<file path="config.mk">
export PLATFORM = sky130hd
export DESIGN_NAME = cmp_arbiter
export DESIGN_NICKNAME = d
export VERILOG_FILES = /design/src/rtl/cmp_arbiter.sv
export SDC_FILE = /design/constraint.sdc
export NUM_CORES = 1
export LEC_CHECK = 0
export CORE_MARGIN = 4
export CORE_UTILIZATION = 20
export CTS_CLUSTER_SIZE = 16
export DETAILED_ROUTE_END_ITERATION = 12
export GPL_TIMING_DRIVEN = 0
export PLACE_DENSITY = 0.78
export SKIP_CTS_REPAIR_TIMING = 1
export SKIP_LAST_GASP = 1
export SLEW_MARGIN = 10
export SYNTH_ARGS = -nofsm -noshare
export SYNTH_HDL_FRONTEND = slang
export SYNTH_SLANG_ARGS = --single-unit
</file>
<file path="constraint.sdc">
create_clock -name i_clk -period 1.5 [get_ports i_clk]
set_input_delay 0.15 -clock i_clk [delete_from_list [all_inputs] [get_ports i_clk]]
set_output_delay 0.15 -clock i_clk [all_outputs]
set_load 0.005 [all_outputs]
</file>
<file path="src/rtl/cmp_arbiter.sv">
`default_nettype none
// ============================================================================
// Module  : cmp_arbiter
// Brief   : Round-robin sharing of one branch comparator among NREQ issue
//           ports, with a one-entry valid/ready response slot.
// Revision: 1.0
// ============================================================================
module cmp_arbiter #(
    parameter  int NREQ = 2,
    parameter  int XLEN = 32,
    parameter  int TAGW = 4,
    localparam int IDXW = $clog2(NREQ)
) (
    input  logic                 i_clk,
    input  logic                 i_rst_n,
    input  logic                 i_flush,
    input  logic [NREQ-1:0]      i_req_valid,
    output logic [NREQ-1:0]      o_req_ready,
    input  logic [NREQ*XLEN-1:0] i_req_a,
    input  logic [NREQ*XLEN-1:0] i_req_b,
    input  logic [NREQ*3-1:0]    i_req_cmpop,
    input  logic [NREQ*TAGW-1:0] i_req_tag,
    output logic [XLEN-1:0]      o_cmp_a,
    output logic [XLEN-1:0]      o_cmp_b,
    output logic [2:0]           o_cmp_cmpop,
    input  logic                 i_cmp_taken,
    output logic                 o_rsp_valid,
    input  logic                 i_rsp_ready,
    output logic                 o_rsp_taken,
    output logic                 o_rsp_illegal,
    output logic [IDXW-1:0]      o_rsp_idx,
    output logic [TAGW-1:0]      o_rsp_tag
);

    localparam logic [IDXW:0]   c_nreq     = (IDXW+1)'(NREQ);
    localparam logic [IDXW-1:0] c_last_idx = IDXW'(NREQ - 1);

    typedef enum logic [0:0] {
        EMPTY = 1'b0,
        FULL  = 1'b1
    } slot_state_e;

    logic [XLEN-1:0] w_a     [NREQ];
    logic [XLEN-1:0] w_b     [NREQ];
    logic [2:0]      w_cmpop [NREQ];
    logic [TAGW-1:0] w_tag   [NREQ];

    for (genvar k = 0; k < NREQ; k++) begin : g_unpack
        assign w_a[k]     = i_req_a[k*XLEN +: XLEN];
        assign w_b[k]     = i_req_b[k*XLEN +: XLEN];
        assign w_cmpop[k] = i_req_cmpop[k*3 +: 3];
        assign w_tag[k]   = i_req_tag[k*TAGW +: TAGW];
    end

    slot_state_e     state_q;
    logic [IDXW-1:0] ptr_q;
    logic [IDXW-1:0] ptr_d;
    logic            w_can_accept;
    logic [NREQ-1:0] w_rot;
    logic            w_gnt_any;
    logic [IDXW-1:0] w_gnt_idx;
    logic [IDXW:0]   w_sum;
    logic            w_illegal;

    // Reset gates the grant so no handshake is offered while flops are held.
    assign w_can_accept = i_rst_n & ~i_flush & ((state_q == EMPTY) | i_rsp_ready);

    // Bit 0 of the rotated vector is the requester at the pointer.
    assign w_rot = NREQ'({i_req_valid, i_req_valid} >> ptr_q);

    always_comb begin
        w_gnt_any = 1'b0;
        w_gnt_idx = ptr_q;
        w_sum     = '0;
        for (int i = 0; i < NREQ; i++) begin
            if (!w_gnt_any && w_can_accept && w_rot[i]) begin
                w_gnt_any = 1'b1;
                w_sum     = (IDXW+1)'(ptr_q) + (IDXW+1)'(i);
                if (w_sum >= c_nreq) begin
                    w_sum = w_sum - c_nreq;
                end
                w_gnt_idx = w_sum[IDXW-1:0];
            end
        end
    end

    assign ptr_d = (w_gnt_idx == c_last_idx) ? '0 : w_gnt_idx + 1'b1;

    always_comb begin
        o_req_ready = '0;
        if (w_gnt_any) begin
            o_req_ready[w_gnt_idx] = 1'b1;
        end
    end

    // Without a grant the pointer's operands are shown, keeping the comparator inputs defined.
    assign o_cmp_a     = w_a[w_gnt_idx];
    assign o_cmp_b     = w_b[w_gnt_idx];
    assign o_cmp_cmpop = w_cmpop[w_gnt_idx];

    // Legal encodings are 000/001/100/101/110/111; 010 and 011 are unused.
    assign w_illegal = (o_cmp_cmpop[2:1] == 2'b01);

    assign o_rsp_valid = (state_q == FULL);

    always_ff @(posedge i_clk or negedge i_rst_n) begin
        if (!i_rst_n) begin
            state_q       <= EMPTY;
            ptr_q         <= '0;
            o_rsp_taken   <= 1'b0;
            o_rsp_illegal <= 1'b0;
            o_rsp_idx     <= '0;
            o_rsp_tag     <= '0;
        end else if (i_flush) begin
            state_q <= EMPTY;
        end else if (w_gnt_any) begin
            state_q       <= FULL;
            ptr_q         <= ptr_d;
            o_rsp_taken   <= ~w_illegal & i_cmp_taken;
            o_rsp_illegal <= w_illegal;
            o_rsp_idx     <= w_gnt_idx;
            o_rsp_tag     <= w_tag[w_gnt_idx];
        end else if (i_rsp_ready) begin
            state_q <= EMPTY;
        end
    end

endmodule
`default_nettype wire

</file>
==> results of run 1 <==
worst min path at each step:
| stage | from | depth (start not counted) | to | slack [ns] |
|---|---|---|---|---|
| floorplan | i_rst_n | 0 | o_rsp_idx | -0.15 |
| global placement | i_rst_n | 1 | o_rsp_taken | 0.48 |
| detailed placement | i_rst_n | 1 | o_rsp_taken | 0.49 |
| CTS | i_rst_n | 1 | o_rsp_taken | 0.25 |
| global route | i_rst_n | 1 | o_rsp_taken | -0.19 |
| finish | i_rst_n | 1 | o_rsp_taken | -0.21 |
Yosys cell counts (2+ instances only):
cell type	number
clkbuf_1	2
buf_2	11
nand2b_1	3
dfrtp_1	9
nand3b_1	4
inv_1	2
nor2_1	9
o21ai_0	2
nand2_1	202
a21oi_1	10
buf_4	3
metal layers:
metal / share of wire [%] / vias up / track usage, %
li1: - / 1333 / -
met1: 38 / 1167 / 21.7
met2: 53 / 125 / 36.8
met3: 8.6 / 10 / 4.92
met4: 1.3 / 0 / 5.03
met5: 0 / - / 0
through the flow:
step	hold slack, ns	setup WS, ns
CTS	0.249	-1.60
global route	-0.192	-0.946
finish	-0.207	-0.870
floorplan	-0.146	-0.0762
detailed placement	0.488	-1.60
global placement	0.481	-1.57
power by group through the flow:
stage	combinational, mW	clock [mW]	sequential [mW]
after floorplan	0.957	0	0.345
after global placement	2.51	0	0.343
after detailed placement	2.54	0	0.345
after CTS	2.56	0.281	0.344
after global routing	3.02	0.290	0.347
final	2.81	0.275	0.341
cell families after synthesis:
logic type | after synthesis | share of synthesized area [%]
AO/OA/AOI/OAI | 22 | 10.8
buffers and inverters | 20 | 7.85
flip-flops | 9 | 16.4
multiplexers | 1 | 0.821
AND/OR/NAND/NOR | 223 | 64.1
cells in the final DEF (no fill, tap or decap), types with 2 or more instances in the layout:
| master | instances |
|---|---|
| buf_8 | 2 |
| buf_12 | 3 |
| buf_4 | 18 |
| a21oi_4 | 3 |
| nor2_1 | 8 |
| a21oi_1 | 3 |
| clkdlybuf4s50_1 | 196 |
| clkbuf_8 | 3 |
| dlymetal6s2s_1 | 11 |
| nand2b_1 | 2 |
| nand3b_1 | 4 |
| buf_6 | 11 |
| nand2_1 | 197 |
| clkbuf_2 | 10 |
| dfrtp_1 | 8 |
| a21oi_2 | 5 |
| buf_2 | 5 |
| nand2_2 | 5 |
| inv_1 | 2 |
flip-flops by register name, summed over array words and instances, names as in the netlist:
register and count:
o_rsp_tag 4, o_rsp_idx 1, o_rsp_illegal 1, o_rsp_taken 1
o_rsp_valid 1, ptr_q 1
layout make-up:
type	instances	area [um2]
clock buffer	4	45.0
multi-input combinational	246	1150
timing repair buffer	240	2350
buffer	17	194
fill	595	2410
inverter	3	11.3
sequential	9	226
tap	77	96.3
==> impl_metrics.ini, run 1 <==
[run_status]
status = finished with violations
violations = hold timing, setup timing

[worst_setup_path]
critPathLaunchType = input port
reg2reg_from = o_rsp_valid
worstPathCellList = clkdlybuf4s50_1 -> nor2b_4 -> o31a_1 -> a21oi_4 -> buf_12 -> buf_4 -> nand2_1 -> nand2_1 -> clkdlybuf4s50_1
r2r_setup_slack_ns = -0.36
cp.required_ns = 1.35
cp_num_buf_inv = 4
critPathLaunch = i_rsp_ready
slowest_stage = clkdlybuf4s50_1
r2r-end = o_rsp_illegal
endpoint = o_cmp_b[6]
worst-path-stages = 9
cp_top_family = buffers and inverters
arrival_ns = 2.22
crit_path_max_incr_delay_ns = 0.53
reg2regPathDepth = 7
worstSetupPathType = in -> out
endpoint_kind = primary output
worstPathMaxFanout = 10

[grt]
antenna_found_initial = 0
grt_max_degree = 11
grt_pass1_wl_um = 13200
overflow = 0
grt.total_usage_pct = 19.6
grt_pass1_vias = 2502

[routing]
drt_iter0_markers = 60
vias_per_cell = 4.42
routed_wl_um = 9020
drc = 0
first_pass_iters = 4
final_antenna_net_count = 0
wl_per_cell_um = 15.1
vias = 2635

[timing]
hold_violations = 9
fin_setup_tns_ns = -52.05
fmax_mhz = 422
whs_ns = -0.207
worstMarginPinSlew_ns = 0.632
final-setup-viol-count = 77
finalCriticalPeriod_ns = 2.37
maxSlewViolCount = 0
slew_headroom_pct = 57.9
setup_slack_ns = -0.870
rsz0062_at_grt = yes
fin_worst_skew_ns = 0.000743
min_period_over_period_pct = 158

[placement]
postPlaceCellArea_um2 = 3780
dpl.cell_count = 575
port_buffers = 223
gp_congestion = 0.880
hpwl_um = 7210

[final_layout]
final_area_um2 = 4080
fin_cells = 596
n_antenna_cell = 0
drive_above_1_share_pct = 15.0
final_util_pct = 62.8
nets = 669
syn_to_final_growth_pct = 198

[floorplanning]
io_pins = 226
initial_utilization_pct = 21.1
die_w_um = 90.8
row_count = 29
die-area_um2 = 8250
core-area_um2 = 6490
die_y_um = 90.8

[pwr]
p_int_mw = 2.16
switching_power_mw = 1.26
finalPower_mw = 3.42
power_frac_clock_pct = 8.0
cellPowerDensity_nw_per_um2 = 838
p_sw_share_pct = 36.8
power_frac_comb_pct = 82.0
p_leak_nw = 2.03
max-vdd-ir-drop_mv = 0.575
seqPwrFrac_pct = 10.0

[synthesis]
synth-warning-count = 0
synth_cell_types = 29
yosysTopAreaCell = nand2_1
synth_ff_type = dfrtp_1
synth_top_cell_area_share_pct = 55.3
syn-num-nets = 424
syn-cell-area_um2 = 1370
seq_area_frac_synth_pct = 16.4
syn_inst = 275
syn_area_per_cell_um2 = 4.99
synth.area.top_cells = nand2_1 55%, dfrtp_1 16%, buf_2 4.0%
async_flop_share_pct = 100
ys_seq_elements = 9
synth_edf_count = 0

[cts]
cts-buffers-inserted = 3
cts_sinks = 9
htreeDepth = 1
clk_pin_slew_ns = 0.04
root_buffer = clkbuf_8
cts.path.max_buffers = 2
cts_tree = built
worstSkewPairLatency_ns = 0.23

[worst_hold_path]
hp-class = in -> async

[flow_run]
max-cap-violations = 0
(Power assumes the default switching activity.)
==> run 2, diff against run 1 <==
--- a/config.mk
+++ b/config.mk
@@ -17,3 +17,4 @@
 export SYNTH_ARGS = -nofsm -noshare
 export SYNTH_HDL_FRONTEND = slang
 export SYNTH_SLANG_ARGS = --single-unit
+export TNS_END_PERCENT = 50
==> run 2 against run 1 <==
Against the previous run: the run ends with setup timing left; largest power group unchanged; clock-buffer cell count stayed put; final cell count is 1.0% lower; critical path depth is 1 lower; highest routed layer unchanged; largest cell class unchanged; setup slack worse by 0.0018 ns; power is 2.6% lower; non-clock buffer count is 6 lower; clock skew is 0.0023 ns higher; sequential power hardly changed; sequential share of layout area is 0.076 points higher; via count is 1.6% lower.
==> impl_metrics.ini, run 2 (synthesis results as in run 1) <==
[run_status]
status = finished with violations
violations = setup timing

[pwr]
switching_power_mw = 1.21
seqPwrFrac_pct = 10.3
finalPower_mw = 3.33
cellPowerDensity_nw_per_um2 = 832
p_sw_share_pct = 36.2
power_frac_comb_pct = 81.0
p_leak_nw = 1.96
max-vdd-ir-drop_mv = 0.629
p_int_mw = 2.12
power_frac_clock_pct = 8.7

[worst_hold_path]
hp-class = in -> reg

[worst_setup_path]
arrival_ns = 2.22
worstPathMaxFanout = 10
slowest_stage = clkdlybuf4s50_1
worstPathCellList = nor2b_4 -> o31ai_4 -> a21o_1 -> buf_6 -> buf_6 -> nand2_1 -> nand2_1 -> clkdlybuf4s50_1
r2r_setup_slack_ns = -0.29
crit_path_max_incr_delay_ns = 0.52
critPathLaunchType = flop
endpoint_kind = primary output
worstSetupPathType = reg -> out
cp.required_ns = 1.35

[floorplanning]
die_y_um = 90.8
core-area_um2 = 6490
row_count = 29
die-area_um2 = 8250
initial_utilization_pct = 21.1
die_w_um = 90.8
io_pins = 226

[routing]
routed_wl_um = 8900
first_pass_iters = 4
drc = 0
final_antenna_net_count = 0
vias_per_cell = 4.39
drt_iter0_markers = 68
wl_per_cell_um = 15.1
vias = 2592

[final_layout]
multi_input_area_um2 = 1110
syn_to_final_growth_pct = 192
final_cell_mix = 204 x clkdlybuf4s50_1, 200 x nand2_1, 12 x buf_6, 10 x buf_4
nets = 663
fillCellCount = 603
largest_reg_flops = 4
seq_area_um2 = 225
n_antenna_cell = 0
drive_above_1_share_pct = 11.1
final_common_cell = clkdlybuf4s50_1
fin_cells = 590
regMostFlops = o_rsp_tag

[timing]
hold_violations = 0
setup_slack_ns = -0.872
final-setup-viol-count = 78
fin_worst_skew_ns = 0.00306
min_period_over_period_pct = 158
slew_headroom_pct = 43.0
fmax_mhz = 422
maxSlewViolCount = 0
finalCriticalPeriod_ns = 2.37
worstMarginPinSlew_ns = 0.849
whs_ns = 0.162
rsz0062_at_grt = yes

[cts]
cts_sinks = 9
htreeDepth = 1
worstSkewPairLatency_ns = 0.24
root_buffer = clkbuf_8
cts.path.max_buffers = 2
clk_pin_slew_ns = 0.05
cts_tree = built
cts-buffers-inserted = 3

[grt]
antenna_found_initial = 0
grtUsageMet3_pct = 5.17
overflow = 0
grt.total_usage_pct = 19.2
grt_pass1_vias = 2360
busiest_layer = met2
gr-usage-met1_pct = 21.7
grt_max_degree = 11
grt_pass1_wl_um = 12900
use_met2_pct = 35.8

[flow_run]
max-cap-violations = 0

[placement]
gp_congestion = 0.892
port_buffers = 223
dpl.cell_count = 575
hpwl_um = 7230
==> run 2: changes by cell type in the layout (fill, tap and decap cells not counted), sizes merged <==
cell	change
buf	-11
clkdlybuf4s50	+8
dlymetal6s2s	-2
dlygate4sd3	+1
clkbuf	-2
==> run 2: metal layers <==
metal | up-vias | part of all wire (%)
met4 | 0 | 0.57
met1 | 1141 | 37
met2 | 121 | 53
met3 | 5 | 9.2
met5 | - | 0
li1 | 1325 | -
==> run 2: worst paths after layout <==
check	to	startpoint	depth (start not counted)
worst max-delay path	o_cmp_b[28]	o_rsp_valid	8
worst min-delay path	o_rsp_valid	i_flush	2
worst max register to register	o_rsp_tag[2]	o_rsp_valid	8
worst min register to register	o_rsp_taken	o_rsp_taken	2
max in group asynchronous	o_rsp_tag[3]	i_rst_n	2
min in group asynchronous	o_rsp_taken	i_rst_n	2
==> run 2: final cells by class <==
class                   instances  area share [%]
repair buffers                234            57.9
inverters                       3           0.281
flip-flops and latches          9            5.63
well taps                      77            2.41
multi-input cells             246            27.6
plain buffers                  17            5.00
clock buffers                   4            1.13
==> run 2: critical path, delay by kind of cell, from the launching register on <==
kind,cells,cell delay (ns)
AOI/OAI and AO/OA,2,0.50
and+or+nand+nor,3,0.27
DFF,1,0.37
buffers and inverters,3,0.84
==> run 2: metrics by stage <==
stage,worst slack [ns],util (%),setup TNS [ns],instance area [um2]
2_1_floorplan,-0.0762,-,-4.93,1450
3_3_place_gp,-1.55,58.1,-107.55,3780
3_5_place_dp,-1.57,58.1,-109.41,3780
4_1_cts,-1.58,58.8,-107.55,3820
5_1_grt,-0.939,61.6,-58.49,4000
6_report,-0.872,61.6,-52.44,4000
==> run 2: power by group through the flow <==
stage,registers (mW),clock network (mW),logic [mW]
after CTS,0.343,0.293,2.53
after detailed placement,0.344,0,2.51
after global routing,0.351,0.302,2.91
final,0.343,0.291,2.70
after global placement,0.342,0,2.49
after floorplan,0.345,0,0.953
